===== config.mk =====
export PLATFORM = sky130hd
export DESIGN_NAME = alu_issue_sched
export DESIGN_NICKNAME = d
export VERILOG_FILES = /design/src/rtl/alu_issue_sched.sv
export SDC_FILE = /design/constraint.sdc
export NUM_CORES = 1
export LEC_CHECK = 0
export ABC_AREA = 1
export CORE_AREA = 2 2 211 213
export CTS_BUF_LIST = sky130_fd_sc_hd__clkbuf_2 sky130_fd_sc_hd__clkbuf_4 sky130_fd_sc_hd__clkbuf_8
export DETAILED_ROUTE_END_ITERATION = 8
export DIE_AREA = 0 0 213 215
export SLEW_MARGIN = 20
export SYNTH_ARGS = -nofsm -noshare
export SYNTH_HDL_FRONTEND = slang
export SYNTH_SLANG_ARGS = --single-unit
export TNS_END_PERCENT = 100

===== constraint.sdc =====
create_clock -name clk -period 5.5 [get_ports clk]
set_input_delay 0.825 -clock clk [delete_from_list [all_inputs] [get_ports clk]]
set_output_delay 0.825 -clock clk [all_outputs]
set_load 0.05 [all_outputs]

===== src/rtl/alu_issue_sched.sv =====
// rtl/alu_issue_sched.sv - round-robin issue scheduler sharing one ALU between two requesters
module alu_issue_sched #(
    parameter int OPTION_REG_WIDTH = 64,
    parameter int MUL_LATENCY      = 3,
    parameter int DIV_LATENCY      = OPTION_REG_WIDTH + 2
) (
    input  logic                        clk,
    input  logic                        rst,
    input  logic                        req0_valid,
    output logic                        req0_ready,
    input  logic [3:0]                  req0_opcode,
    input  logic [OPTION_REG_WIDTH-1:0] req0_rega,
    input  logic [OPTION_REG_WIDTH-1:0] req0_regb,
    input  logic                        req1_valid,
    output logic                        req1_ready,
    input  logic [3:0]                  req1_opcode,
    input  logic [OPTION_REG_WIDTH-1:0] req1_rega,
    input  logic [OPTION_REG_WIDTH-1:0] req1_regb,
    output logic                        alu_valid,
    output logic [3:0]                  alu_opcode,
    output logic [OPTION_REG_WIDTH-1:0] alu_rega,
    output logic [OPTION_REG_WIDTH-1:0] alu_regb,
    input  logic [OPTION_REG_WIDTH-1:0] alu_result,
    input  logic                        alu_flag,
    output logic                        rsp_valid,
    input  logic                        rsp_ready,
    output logic                        rsp_id,
    output logic [OPTION_REG_WIDTH-1:0] rsp_result,
    output logic                        rsp_flag,
    output logic                        rsp_err
);

    localparam int MAX_LAT_MD = (MUL_LATENCY > DIV_LATENCY) ? MUL_LATENCY : DIV_LATENCY;
    localparam int MAX_LAT    = (MAX_LAT_MD > 1) ? MAX_LAT_MD : 1;
    localparam int CNT_W      = $clog2(MAX_LAT) + 1;

    typedef enum logic [1:0] {
        S_IDLE = 2'd0,
        S_EXEC = 2'd1,
        S_RESP = 2'd2
    } state_t;

    state_t                        state;
    state_t                        state_nxt;
    logic [CNT_W-1:0]              cnt;
    logic                          last_grant;
    logic                          cur_id;
    logic                          grant0;
    logic                          grant1;
    logic                          accept;
    logic                          sel_illegal;
    logic [3:0]                    sel_opcode;
    logic [OPTION_REG_WIDTH-1:0]   sel_rega;
    logic [OPTION_REG_WIDTH-1:0]   sel_regb;

    // EXEC cycles minus one for the given opcode; illegal opcodes never reach EXEC
    function automatic logic [CNT_W-1:0] lat_m1(input logic [3:0] op);
        logic [CNT_W-1:0] l;
        l = '0;
        case (op)
            4'h6, 4'h7:             l = CNT_W'(MUL_LATENCY - 1);
            4'h9, 4'hA, 4'hB, 4'hC: l = CNT_W'(DIV_LATENCY - 1);
            default:                l = '0;
        endcase
        return l;
    endfunction

    // Round-robin grant: a sole requester wins, contention goes to the one not granted last
    always_comb begin
        grant0      = req0_valid & (~req1_valid | last_grant);
        grant1      = req1_valid & (~req0_valid | ~last_grant);
        sel_opcode  = grant1 ? req1_opcode : req0_opcode;
        sel_rega    = grant1 ? req1_rega   : req0_rega;
        sel_regb    = grant1 ? req1_regb   : req0_regb;
        sel_illegal = (sel_opcode >= 4'hD);
    end

    // Next-state and handshake decode
    always_comb begin
        state_nxt  = state;
        req0_ready = 1'b0;
        req1_ready = 1'b0;
        accept     = 1'b0;
        case (state)
            S_IDLE: begin
                req0_ready = grant0 & ~rst;
                req1_ready = grant1 & ~rst;
                if (grant0 | grant1) begin
                    accept    = 1'b1;
                    state_nxt = sel_illegal ? S_RESP : S_EXEC;
                end
            end
            S_EXEC: begin
                if (cnt == '0) begin
                    state_nxt = S_RESP;
                end
            end
            S_RESP: begin
                if (rsp_ready) begin
                    state_nxt = S_IDLE;
                end
            end
            default: state_nxt = S_IDLE;
        endcase
    end

    // State register; reset abandons any in-flight op or pending response
    always_ff @(posedge clk) begin
        if (rst) begin
            state <= S_IDLE;
        end else begin
            state <= state_nxt;
        end
    end

    // Operand latch, latency counter and response capture
    always_ff @(posedge clk) begin
        if (rst) begin
            last_grant <= 1'b1;
            cur_id     <= 1'b0;
            cnt        <= '0;
            alu_opcode <= '0;
            alu_rega   <= '0;
            alu_regb   <= '0;
            rsp_id     <= 1'b0;
            rsp_result <= '0;
            rsp_flag   <= 1'b0;
            rsp_err    <= 1'b0;
        end else begin
            if (accept) begin
                last_grant <= grant1;
                cur_id     <= grant1;
                if (sel_illegal) begin
                    // Illegal ops bypass the ALU and answer with an error straight away
                    rsp_id     <= grant1;
                    rsp_result <= '0;
                    rsp_flag   <= 1'b0;
                    rsp_err    <= 1'b1;
                end else begin
                    alu_opcode <= sel_opcode;
                    alu_rega   <= sel_rega;
                    alu_regb   <= sel_regb;
                    cnt        <= lat_m1(sel_opcode);
                end
            end
            if (state == S_EXEC) begin
                if (cnt == '0) begin
                    rsp_id     <= cur_id;
                    rsp_result <= alu_result;
                    rsp_flag   <= alu_flag;
                    rsp_err    <= 1'b0;
                end else begin
                    cnt <= cnt - CNT_W'(1);
                end
            end
        end
    end

    assign alu_valid = (state == S_EXEC);
    assign rsp_valid = (state == S_RESP);

endmodule


==> flow_summary_export.csv <==
group,metric,value,unit
setup_path,cp_slowest_stage_delay,880,ps
synth,synth-seq-cells,211,
grt,grt_pass1_wl,63.1,mm
synth,async_flop_share,0,%
setup_path,end_kind,"output port",
grt,met1_usage,20.3,%
clocking,clockBufferDepth,3,
synth,yosysTopAreaCell,"dfxtp_1",
route,first_iter_violations,662,
die,die_w,213,um
setup_path,critPathTopFamily,"buffers and inverters",
setup_path,crit_chain,"clkdlybuf4s50_1 -> nand2_4 -> nand3_1 -> nor2_1 -> clkdlybuf4s50_1",
sta,fin_crit,3960,ps
sta,relSlewSlack,30.1,%
die,dieArea,45800,um2
final_layout,syn_to_final_growth,67.8,%
sta,rsz0062_at_grt,"no",
final_layout,final_cell_area,16300,um2
final_layout,nets,2239,
synth,yosysWarnings,0,
grt,gr-usage-met3,4.65,%
setup_path,startpoint_type,"primary input",
route,viasPerCell,4.56,
synth,ys_top_cells_by_count,"nand2_1, nand3_1, a21oi_1, dfxtp_1, nor2_1",
final_layout,fin_cells,2525,
power_and_ir_drop,pwr_density_cell,473,nW/um2
setup_path,crit_path_top_delay_cell,"clkdlybuf4s50_1",
synth,yosysMostFrequentCell,"nand2_1",
setup_path,crit_type,"in -> out",
die,die_h,215,um
flow_run,drv_cap,0,
sta,tightest_slew,1050,ps
clocking,cts_tree,"yes",
clocking,postCtsSetupRepairBufs,0,
synth,ys.flop_type,"dfxtp_1",
route,postRouteAntennaNets,0,
sta,hold_violations,0,
die,start_util,22.2,%
synth,synth_nets,1777,
sta,finalSetupTns,0,ps
placed_design,hpwl,29.4,mm
setup_path,cp_max_fo,39,
synth,avgSynthCellArea,6.73,um2
route,vias,11518,
clocking,numCtsBuffers,40,
clocking,hold_buffers,0,
setup_path,critPathBufInv,2,
setup_path,cpMostUsedCell,"clkdlybuf4s50_1",
sta,finalCritPeriodShare,72.0,%
synth,synthCells,1442,
setup_path,required,4680,ps
clocking,cts.root.buffer_cell,"clkbuf_8",
sta,finClkSkew,26.5,ps
synth,synthTopCellsByArea,"dfxtp_1, nand2_1, nand3_1",
clocking,htreeDepth,2,
synth,seq_area_frac_synth,43.5,%
die,rows,77,
setup_path,cp_data_arrival_time,3140,ps
placed_design,dp_cells,2454,
sta,final_max_slew_viol_count,0,
route,routed_wl,41.5,mm
placed_design,postPlaceCellArea,15400,um2
grt,grt_pass1_vias,11396,
clocking,post_cts_resized,0,
status,status,"complete, no violations",
placed_design,gp_congestion,0.867,
clocking,clock_sinks,211,
grt,busiest_layer,"met2",
synth,netlist_area,9710,um2
synth,synth_cell_type_count,27,
sta,setup_violations,0,
route,drcViolationCount,0,
sta,timing.fmax,252,MHz
grt,grt_overflow,0,
synth,synth_edf_count,0,
power_and_ir_drop,ir_drop,0.217,mV
final_layout,n_fill_cell,4576,
route,drt_first_pass_iters,5,
grt,gr-usage-met2,29.3,%
synth,synth_top_area_share,43.5,%
min_path,worst_hold_path_type,"reg -> reg",
grt,track_usage,17.5,%
power_and_ir_drop,p_leak,6.46,nW
die,io_pins,537,
clocking,clkLatencyLatePin,580,ps
route,wl_per_cell,16.4,um
placed_design,io_buffers,536,
final_layout,final_layout_size_suffix_gt1_share,5.23,%
die,design.core.area,43600,um2
grt,antenna_found_initial,1,
clocking,cts.clk_slew.worst_paths,60,ps
grt,grt_max_degree,135,
report_power, final:
group          internal, mW  switching [mW]
combinational          1.26            2.61
clock                 0.994           0.718
sequential             1.92           0.208
final timing paths:
check,startpoint,slack [ps],to,cells after the start
min,alu_opcode[2],450,alu_opcode[2],2
max,req0_valid,1540,req1_ready,5
max reg2reg,last_grant,2430,rsp_result[30],9
min reg2reg,alu_opcode[2],450,alu_opcode[2],2
flip-flops by register name, indices dropped and copies added (netlist names):
signal / count
alu_rega: 64
alu_regb: 64
rsp_result: 64
cnt: 8
alu_opcode: 4
state: 2
cur_id: 1
last_grant: 1
rsp_err: 1
rsp_flag: 1
rsp_id: 1
cell usage in the layout, fill, tap and decap left out, types with 2 or more instances in the layout:
cell,instances
clkbuf_8,52
nor2_1,79
dfxtp_1,211
nand2_1,418
nor2_4,2
nand2_2,3
clkdlybuf4s50_1,534
nand2_4,4
a21oi_1,211
nand3_1,270
xor2_1,3
bufinv_16,2
o21ai_1,8
inv_2,3
clkbuf_4,7
buf_4,15
nand3b_1,2
clkinv_2,7
o21ai_0,61
inv_1,24
buf_12,2
nand4_1,3
logic make-up (layout without fill, tap and decap cells):
family          after synthesis  after routing  synth area share, %
xor+xnor                      3              3                0.271
other cells                   0              1                    0
simple gates                784            784                 34.4
fa+ha+maj                     1              1                0.129
buf+inv                     159            649                 6.91
compound gates              284            284                 14.7
flops                       211            211                 43.5
worst reg2reg max path: stages (launching register included):
cell,delay (ps)
dfxtp_1,370
nand2_4,300
buf_4,430
nand3b_1,190
nand2_1,130
nor2_4,160
nand3_2,660
buf_4,510
a21oi_1,170
nor2_1,50
cell type report:
cell class              count  area, um2  share of cell area [%]
flip-flops and latches    211       4220                    25.9
clock inverters            11        120                   0.737
repair buffers            551       5500                    33.8
well taps                 592        741                    4.55
clock buffers              59        768                    4.72
inverters                  28        108                   0.661
multi-input cells        1072       4830                    29.6
diodes                      1       2.50                  0.0154
metal layers:
metal | share of wire, % | routed length (um)
met2 | 47 | 19500
met1 | 40 | 16700
met3 | 7.9 | 3260
met5 | 0 | 0
met4 | 4.7 | 1960
through the flow:
step | hold slack, ps | util (%) | setup slack, ps | power [mW]
finish | 455 | 37.3 | 1540 | 7.70
floorplan | 439 | - | 1980 | 4.67
CTS | 440 | 37.3 | 1510 | 7.79
global route | 459 | 37.3 | 1460 | 8.15
detailed placement | 451 | 35.3 | 1370 | 6.03
global placement | 447 | 35.3 | 1400 | 6.00
Power figures use the tool's default switching activity.
